File: src/rtl/ldm_stm_sequencer_pkg.sv
// Shared definitions for the LDM/STM block-transfer sequencer.
// Holds the FSM encoding, register-file RW levels and the list popcount helper.
package ldm_stm_sequencer_pkg;

  typedef enum logic [1:0] {
    IDLE = 2'd0,
    XFER = 2'd1,
    WB   = 2'd2,
    DONE = 2'd3
  } seqState_t;

  localparam logic RW_READ    = 1'b1;
  localparam logic RW_WRITE   = 1'b0;
  localparam int   WORD_BYTES = 4;

  function automatic logic [4:0] popCount16(input logic [15:0] bits);
    logic [4:0] count;
    count = '0;
    for (int i = 0; i < 16; i++) count = count + {4'd0, bits[i]};
    return count;
  endfunction

endpackage

File: src/rtl/ldm_stm_sequencer_priority_encoder.sv
// Lowest-set-bit encoder for a 16-bit register list.
// valid is low when no bit is set; index is then 0.
module priority_encoder_16 (
  input  logic [15:0] bits,
  output logic [3:0]  index,
  output logic        valid
);

  // Scan from the top so the lowest set bit is the last one to win.
  always_comb begin
    index = 4'd0;
    for (int i = 15; i >= 0; i--) begin
      if (bits[i]) index = 4'(i);
    end
  end

  assign valid = |bits;

endmodule

File: src/rtl/ldm_stm_sequencer.sv
// ARM LDM/STM sequencer: walks the register list lowest-first, runs the memory
// handshake, drives the register-file ports and optionally writes back Rn.
module ldm_stm_sequencer
  import ldm_stm_sequencer_pkg::*;
#(
  parameter int DATA_W = 32,
  parameter int ADDR_W = 32
) (
  input  logic              CLK,
  input  logic              CLR,
  input  logic              start,
  input  logic              load,
  input  logic              up,
  input  logic              pre,
  input  logic              writeback,
  input  logic [3:0]        base_reg,
  input  logic [ADDR_W-1:0] base_addr,
  input  logic [15:0]       reg_list,
  input  logic              mem_ready,
  input  logic [DATA_W-1:0] mem_rdata,
  input  logic [DATA_W-1:0] rf_rdata,
  output logic              mem_req,
  output logic              mem_write,
  output logic [ADDR_W-1:0] mem_addr,
  output logic [DATA_W-1:0] mem_wdata,
  output logic [3:0]        rf_read_address,
  output logic [3:0]        rf_write_address,
  output logic [DATA_W-1:0] rf_wdata,
  output logic              rf_rw,
  output logic              busy,
  output logic              done
);

  localparam logic [ADDR_W-1:0] WordStep = ADDR_W'(WORD_BYTES);

  seqState_t         state;
  logic [15:0]       remaining;
  logic [15:0]       remainingRest;
  logic [ADDR_W-1:0] curAddr;
  logic [ADDR_W-1:0] wbValue;
  logic [ADDR_W-1:0] listBytes;
  logic [3:0]        baseRegQ;
  logic [3:0]        curIndex;
  logic              curValid;
  logic              loadQ;
  logic              doWb;
  logic              inXfer;
  logic              loadStrobe;

  priority_encoder_16 curEncoder (
    .bits  (remaining),
    .index (curIndex),
    .valid (curValid)
  );

  // Clearing the lowest bit leaves zero exactly when cur is the last register.
  assign remainingRest = remaining & (remaining - 16'd1);
  assign listBytes     = ADDR_W'(popCount16(reg_list)) * WordStep;

  always_ff @(posedge CLK or posedge CLR) begin
    if (CLR) begin
      state     <= IDLE;
      remaining <= '0;
      curAddr   <= '0;
      wbValue   <= '0;
      baseRegQ  <= '0;
      loadQ     <= 1'b0;
      doWb      <= 1'b0;
    end else begin
      case (state)
        IDLE: begin
          if (start) begin
            loadQ     <= load;
            baseRegQ  <= base_reg;
            remaining <= reg_list;
            // A loaded base register overrides the writeback value.
            doWb      <= writeback && !(load && reg_list[base_reg]);
            wbValue   <= up ? base_addr + listBytes : base_addr - listBytes;
            case ({pre, up})
              2'b01:   curAddr <= base_addr;
              2'b11:   curAddr <= base_addr + WordStep;
              2'b00:   curAddr <= base_addr - listBytes + WordStep;
              default: curAddr <= base_addr - listBytes;
            endcase
            state <= (reg_list == 16'd0) ? DONE : XFER;
          end
        end
        XFER: begin
          if (mem_ready) begin
            remaining <= remainingRest;
            curAddr   <= curAddr + WordStep;
            if (remainingRest == 16'd0) state <= doWb ? WB : DONE;
          end
        end
        WB:      state <= DONE;
        DONE:    state <= IDLE;
        default: state <= IDLE;
      endcase
    end
  end

  assign inXfer     = (state == XFER) && curValid;
  assign loadStrobe = inXfer && loadQ && mem_ready;

  assign mem_req         = inXfer;
  assign mem_write       = inXfer && !loadQ;
  assign mem_addr        = inXfer ? {curAddr[ADDR_W-1:2], 2'b00} : '0;
  assign mem_wdata       = rf_rdata;
  assign rf_read_address = inXfer ? curIndex : 4'd0;
  assign busy            = (state != IDLE);
  assign done            = (state == DONE);

  always_comb begin
    rf_rw            = RW_READ;
    rf_write_address = 4'd0;
    rf_wdata         = '0;
    if (inXfer) begin
      rf_write_address = curIndex;
      if (loadStrobe) begin
        rf_rw    = RW_WRITE;
        rf_wdata = mem_rdata;
      end
    end else if (state == WB) begin
      rf_rw            = RW_WRITE;
      rf_write_address = baseRegQ;
      rf_wdata         = wbValue;
    end
  end

endmodule
File: config.mk
export PLATFORM = sky130hd
export DESIGN_NAME = ldm_stm_sequencer
export DESIGN_NICKNAME = d
export VERILOG_FILES = /design/src/rtl/ldm_stm_sequencer_pkg.sv /design/src/rtl/ldm_stm_sequencer_priority_encoder.sv /design/src/rtl/ldm_stm_sequencer.sv
export SDC_FILE = /design/constraint.sdc
export NUM_CORES = 1
export LEC_CHECK = 0
export BUFFER_PORTS_ARGS = -buffer_cell sky130_fd_sc_hd__buf_4
export CAP_MARGIN = 20
export CELL_PAD_IN_SITES_DETAIL_PLACEMENT = 0
export CELL_PAD_IN_SITES_GLOBAL_PLACEMENT = 1
export CORE_MARGIN = 3
export CORE_UTILIZATION = 40
export CTS_CLUSTER_DIAMETER = 200
export DETAILED_ROUTE_END_ITERATION = 6
export GPL_ROUTABILITY_DRIVEN = 0
export HOLD_SLACK_MARGIN = 0.1
export PLACE_DENSITY = 0.88
export RECOVER_POWER = 50
export SETUP_SLACK_MARGIN = 0.2
export SLEW_MARGIN = 30
export SYNTH_ARGS = -nofsm -noshare
export SYNTH_HDL_FRONTEND = slang
export SYNTH_SLANG_ARGS = --single-unit
export TNS_END_PERCENT = 50
File: constraint.sdc
create_clock -name CLK -period 3.9 [get_ports CLK]
set_input_delay 0.39 -clock CLK [delete_from_list [all_inputs] [get_ports CLK]]
set_output_delay 0.39 -clock CLK [all_outputs]
set_load 0.01 [all_outputs]
Word level (Yosys, flattened, before mapping)
Index checks and enable logic that the tools add are counted.
{"block": "classes", "add_sub_neg": 21, "n_lt_le_gt_ge": 1, "eq_ne": 8, "n_mux": 42, "n_bitwise": 1, "reduce_logical": 18}
{"operator": "two-way mux 32 bit", "n": 7}
{"operator": "adder 32 x 3 -> 32 bit (second input constant)", "n": 3}
{"operator": "one-hot mux 32 bit (3 select lines)", "n": 1}
{"operator": "two-way mux 4 bit", "n": 19}
{"operator": "one-hot mux 32 bit (2 select lines)", "n": 1}
{"operator": "adder 5 x 1 -> 5 bit", "n": 11}
{"operator": "adder 32 x 7 -> 32 bit", "n": 1}
{"operator": "logical NOT 16 bit", "n": 2}
{"operator": "two-way mux 16 bit", "n": 2}
{"operator": "one-hot mux 16 bit (2 select lines)", "n": 1}
{"operator": "subtractor 32 x 7 -> 32 bit", "n": 1}
{"operator": "AND 16 bit", "n": 1}
{"operator": "OR reduction 16 bit", "n": 1}
{"operator": "subtractor 16 x 1 -> 16 bit (second input constant)", "n": 1}
{"operator": "two-way mux 2 bit", "n": 4}
{"operator": "one-hot mux 2 bit (4 select lines)", "n": 1}
{"operator": "== test 2 bit (second input constant)", "n": 3}
{"operator": "logical AND 1 bit", "n": 6}
{"operator": "!= test 2 bit (second input constant)", "n": 3}
{"operator": "AND reduction 3 bit", "n": 2}
{"operator": "adder 4 x 1 -> 5 bit", "n": 1}
{"operator": "less-than comparator 4 x 5 -> 1 bit (second input constant)", "n": 1}
{"operator": "two-way mux 1 bit", "n": 5}
{"operator": "adder 3 x 1 -> 4 bit", "n": 1}
{"operator": "other kinds (8)", "n": 12}
{"block": "word_totals", "register_bits": 88, "in_bits": 124, "output_inout_bits": 109, "word_cells": 98}

Logic depth before layout (Yosys ltp)
{"block": "logic_depth", "word_depth": 20, "depth_mapped": 25, "mapped_depth_nobuf": 23}

By module
Synthesis repeated with hierarchy kept, for this count alone.
{"block": "unflattened", "hier_cells": 1245, "area_unflattened_um2": 9587.9}
{"mod": "ldm_stm_sequencer", "n_inst": 1, "cells_per_inst": 1211, "area_per_inst_um2": 9411.5, "seq_area_each_um2": 2152.1}
{"mod": "priority_encoder_16", "n_inst": 1, "cells_per_inst": 34, "area_per_inst_um2": 176.4, "seq_area_each_um2": 0.0}

Least setup slack after synthesis
Ideal clock, no wire load.
{"block": "synth_timing", "kind": "input -> register", "start": "in reg_list[0]", "end": "reg curAddr[29]", "setup_time_ps": 128, "arrival_ps": 5963, "required_ps": 3772, "slack_ps": -2191, "stages": 22, "path_buffers": 3, "path_cell_list": "inv_1 fa_1 fa_1 fa_1 fa_1 inv_1 ha_1 fa_1 xor2_1 inv_1 ha_1 clkbuf_1 o311a_1 clkbuf_1 nor4_1 xnor2_1 nor3_1 or4b_1 buf_6 nor4b_2 xor2_1 o22ai_1"}
{"block": "synth_via", "elab_chain_len": 20}
{"item": "from (decl)", "line_no": "ldm_stm_sequencer.sv:18", "source": "input logic [15:0] reg_list,"}
{"item": "adder 1 x 1 -> 2 bit *", "line_no": "ldm_stm_sequencer_pkg.sv:19", "source": "for (int i = 0; i < 16; i++) count = count + {4'd0, bits[i]};"}
{"item": "adder 2 x 1 -> 3 bit *", "line_no": "ldm_stm_sequencer_pkg.sv:19"}
{"item": "adder 3 x 1 -> 4 bit *", "line_no": "ldm_stm_sequencer_pkg.sv:19"}
{"item": "adder 4 x 1 -> 5 bit *", "line_no": "ldm_stm_sequencer_pkg.sv:19"}
{"item": "adder 5 x 1 -> 5 bit * (11 in a row)", "line_no": "ldm_stm_sequencer_pkg.sv:19"}
{"item": "subtractor 32 x 7 -> 32 bit *", "line_no": "ldm_stm_sequencer.sv:82, ldm_stm_sequencer.sv:83"}
{"item": "adder 32 x 3 -> 32 bit", "line_no": "ldm_stm_sequencer.sv:82", "source": "2'b00: curAddr <= base_addr - listBytes + WordStep;"}
{"item": "one-hot mux 32 bit (3 select lines) *", "line_no": "ldm_stm_sequencer.sv:79", "source": "case ({pre, up})"}
{"item": "two-way mux 32 bit *", "line_no": "ldm_stm_sequencer.sv:72", "source": "if (start) begin"}
{"item": "one-hot mux 32 bit (2 select lines) *", "line_no": "ldm_stm_sequencer.sv:70", "source": "case (state)"}
{"item": "to (signal assigned)", "line_no": "ldm_stm_sequencer.sv:80", "source": "2'b01: curAddr <= base_addr;"}
{"item": "to (signal assigned)", "line_no": "ldm_stm_sequencer.sv:82"}
{"item": "to (signal assigned)", "line_no": "ldm_stm_sequencer.sv:83", "source": "default: curAddr <= base_addr - listBytes;"}
{"item": "to (decl)", "line_no": "ldm_stm_sequencer.sv:39", "source": "logic [ADDR_W-1:0] curAddr;"}
Every way passes the cells marked *; elsewhere a longest branch is shown, timed or not. The select of a mux whose other input is x is not followed.
A chain may end at the register's enable or synchronous reset.

Final worst setup path
{"block": "layout_timing", "start": "in reg_list[13]", "end": "reg curAddr[21]"}
{"block": "layout_via", "elab_chain_len": 8}
{"item": "adder 5 x 1 -> 5 bit * (3 in a row)", "line_no": "ldm_stm_sequencer_pkg.sv:19"}
{"item": "subtractor 32 x 7 -> 32 bit *", "line_no": "ldm_stm_sequencer.sv:82, ldm_stm_sequencer.sv:83"}
{"item": "adder 32 x 3 -> 32 bit", "line_no": "ldm_stm_sequencer.sv:82"}
{"item": "one-hot mux 32 bit (3 select lines) *", "line_no": "ldm_stm_sequencer.sv:79"}
{"item": "two-way mux 32 bit *", "line_no": "ldm_stm_sequencer.sv:72"}
{"item": "one-hot mux 32 bit (2 select lines) *", "line_no": "ldm_stm_sequencer.sv:70"}
Marks and branches as above.

==> impl_metrics.yaml <==
global_routing:
  grt_pass1_wl_um: 52800
  antenna_found_initial: 0
  grt_pass1_vias: 10000
  grt_usage: 0.265
  grt_start_max_net_pins: 65
  grt-ovfl-total: 0
sta:
  rsz0062_at_grt: "yes"
  final.setup.worst_slack_ps: -2090
  hold-worst-slack_ps: 266
  skew_ps: 9.78
  max_freq_mhz: 167
  relSlewSlack: -0.101
  final-max-slew-violation-count: 66
  worstMarginPinSlew_ps: 1650
  setup_tns_ps: -82230
  fin_crit_sh: 1.53
  hold_violations: 0
  finalSetupViolCount: 58
  post-route-min-period_ps: 5990
floorplanning:
  chipHeight_um: 159
  die_x_um: 159
  row_count: 55
  ios: 233
  initial_core_util: 0.409
  core_area_um2: 22800
  die_area_um2: 25200
clock_network:
  cts_buffer_depth: 2
  cts_tree: "yes"
  clock-sinks: 86
  clock_latency_ps: 360
  htree_levels: 3
  path_clk_slew_ps: 70
  cts_root_buf: "clkbuf_16"
  cts-buffers-inserted: 9
route:
  routed_via_density: 5.90
  drt-total-wl_um: 36000
  drt-pass1-iter-count: 6
  drc_errors: 0
  dr.first_iter.drc_count: 975
  num_vias: 10700
  ant_nets: 0
  wl_per_cell_um: 19.9
run_status:
  outcome: "finished, violations left"
  violations: "capacitance limit, slew limit, setup timing"
min_path:
  whs_path_depth: 2
  whs_endpoint: "wbValue[1]"
  hp-start: "base_addr[1]"
  hp-class: "input pin to flip-flop"
worst_setup_path:
  startpoint_type: "input pin"
  cpMostUsedCell: "fa_1"
  required_ps: 4140
  crit_type: "input pin to flip-flop"
  worst-path-max-fanout: 6
  crit_path_end_kind: "flip-flop"
  reg2reg_slack_ps: 660
  timing.rr.end: "curAddr[16]"
  reg2reg_depth: 7
  cp_slowest_cell: "fa_1"
  crit_arrival_ps: 6220
  cp_slowest_stage_delay_ps: 580
  reg2reg_from: "state[1]"
final_layout:
  area_delta_synth_final_pct: 47.2
  nets: 1651
  diodes: 0
  utilization: 0.602
  instances_no_fill: 1806
  drive_gt1_frac: 0.401
pwr:
  p_leak_nw: 5.81
  powerDensity_nw_per_um2: 689
  total_power_mw: 9.46
  ir_drop_mv: 0.372
synth:
  synth.avg_cell_area_um2: 7.61
  synth_ff_type: "dfrtp_1"
  syn_inst: 1225
  synth_warnings: 0
  synth_top_cell_by_area: "dfrtp_1"
  synthTopCellsByArea: "dfrtp_1 (23%), xnor2_1 (5.8%), o21ai_0 (5.3%)"
  ys_ff_latch: 86
  synth_cell_types: 82
  synth_area_um2: 9320
  synthArstFlopShare: 1.00
  synth.yosys.seq_area_share: 0.231
  synth_edf_count: 0
  synth_top_area_share: 0.231
place:
  hpwl_um: 25400
  dp.cells: 1744
  port_buffers: 166
flow_run:
  maxCapViolations: 2
==> Yosys cell counts, drive strengths merged (8+ instances only) <==
cell type	count
a31oi	20
a21oi	79
nand3	50
mux2	11
inv	67
xor2	26
ha	27
o22ai	24
o21ai	107
mux2i	8
nor4	23
and2	32
nor2	98
a21o	16
buf	50
nand2	115
or3	10
a22o	35
nand2b	8
nor3	36
clkbuf	71
fa	12
xnor2	62
nand4	20
or4	12
and3	10
a211oi	20
dfrtp	86
==> state kept, by name, summed over array words and instances, names as in the netlist <==
register,count
baseRegQ,4
state,2
curAddr,30
wbValue,32
loadQ,1
doWb,1
remaining,16
==> cell type report <==
| cell class | count | area, um^2 |
|---|---|---|
| timing repair buffer | 372 | 3080 |
| clock inverter | 7 | 81.3 |
| tap | 313 | 392 |
| fill | 1893 | 9060 |
| clock buffer | 9 | 225 |
| sequential | 86 | 2150 |
| inverter | 67 | 270 |
| multi-input combinational | 952 | 7520 |
==> through the flow <==
step                      setup WS, ps  cell area [um^2]
after floorplan                  -1820              9750
after global placement           -2180             12000
after detailed placement         -2280             12000
after CTS                        -1870             13200
after global routing             -2220             13700
final                            -2090             13700
==> critical path: cells and delay by family <==
kind	cells	cell delay (ps)
fa+ha+maj	7	2880
buf+inv	11	1190
compound gates	5	820
simple gates	4	760
xor+xnor	1	190
==> where the power goes <==
| part | internal, mW | switching (mW) | total, mW |
|---|---|---|---|
| Combinational | 3.23 | 3.51 | 6.73 |
| Clock | 0.506 | 0.414 | 0.920 |
| Sequential | 1.34 | 0.462 | 1.80 |
==> timing repair <==
item,in CTS,in global routing
pin swaps,69,61
setup endpoints to repair,59,91
hold buffers,0,0
endpoints found under the hold margin,0,0
buffers inserted,24,21
resized for setup,134,103
gates cloned,1,0
==> worst max-delay path by stage <==
stage / end / startpoint
after floorplan: curAddr[29] / reg_list[11]
after global placement: curAddr[28] / reg_list[11]
after detailed placement: curAddr[29] / reg_list[11]
after CTS: curAddr[28] / reg_list[13]
after global routing: curAddr[21] / reg_list[1]
final: curAddr[21] / reg_list[13]
==> logic make-up (layout without fill, tap and decap cells) <==
family,count (synthesis),after routing,synth area share
other,1,2,0.000402
AO/OA/AOI/OAI,354,354,0.246
flip-flops,86,86,0.231
multiplexers,24,24,0.0340
XOR/XNOR,88,88,0.0827
AND/OR/NAND/NOR,441,441,0.247
buffers and inverters,188,455,0.0933
adder cells (fa/ha/maj),43,43,0.0663
==> routing by layer <==
metal  vias to the layer above  GRT usage  routed length (um)
li1                       4907          -                   -
met3                       132     0.0302                2360
met2                       514      0.462               17900
met4                         0      0.120                2120
met1                      5110      0.330               13600
met5                         -          0                   0
==> placed cells by master (no fill, tap or decap), types with 35 or more instances in the layout <==
cell	Yosys	routed
a21oi_1	79	71
a22o_1	35	35
nand2_1	115	102
dfrtp_1	86	86
xnor2_1	62	45
o21ai_1	8	35
inv_1	67	56
nor2_1	98	83
nand3_1	49	42
buf_4	36	318
o21ai_0	99	62
buf_6	3	38
(Power assumes the default switching activity.)
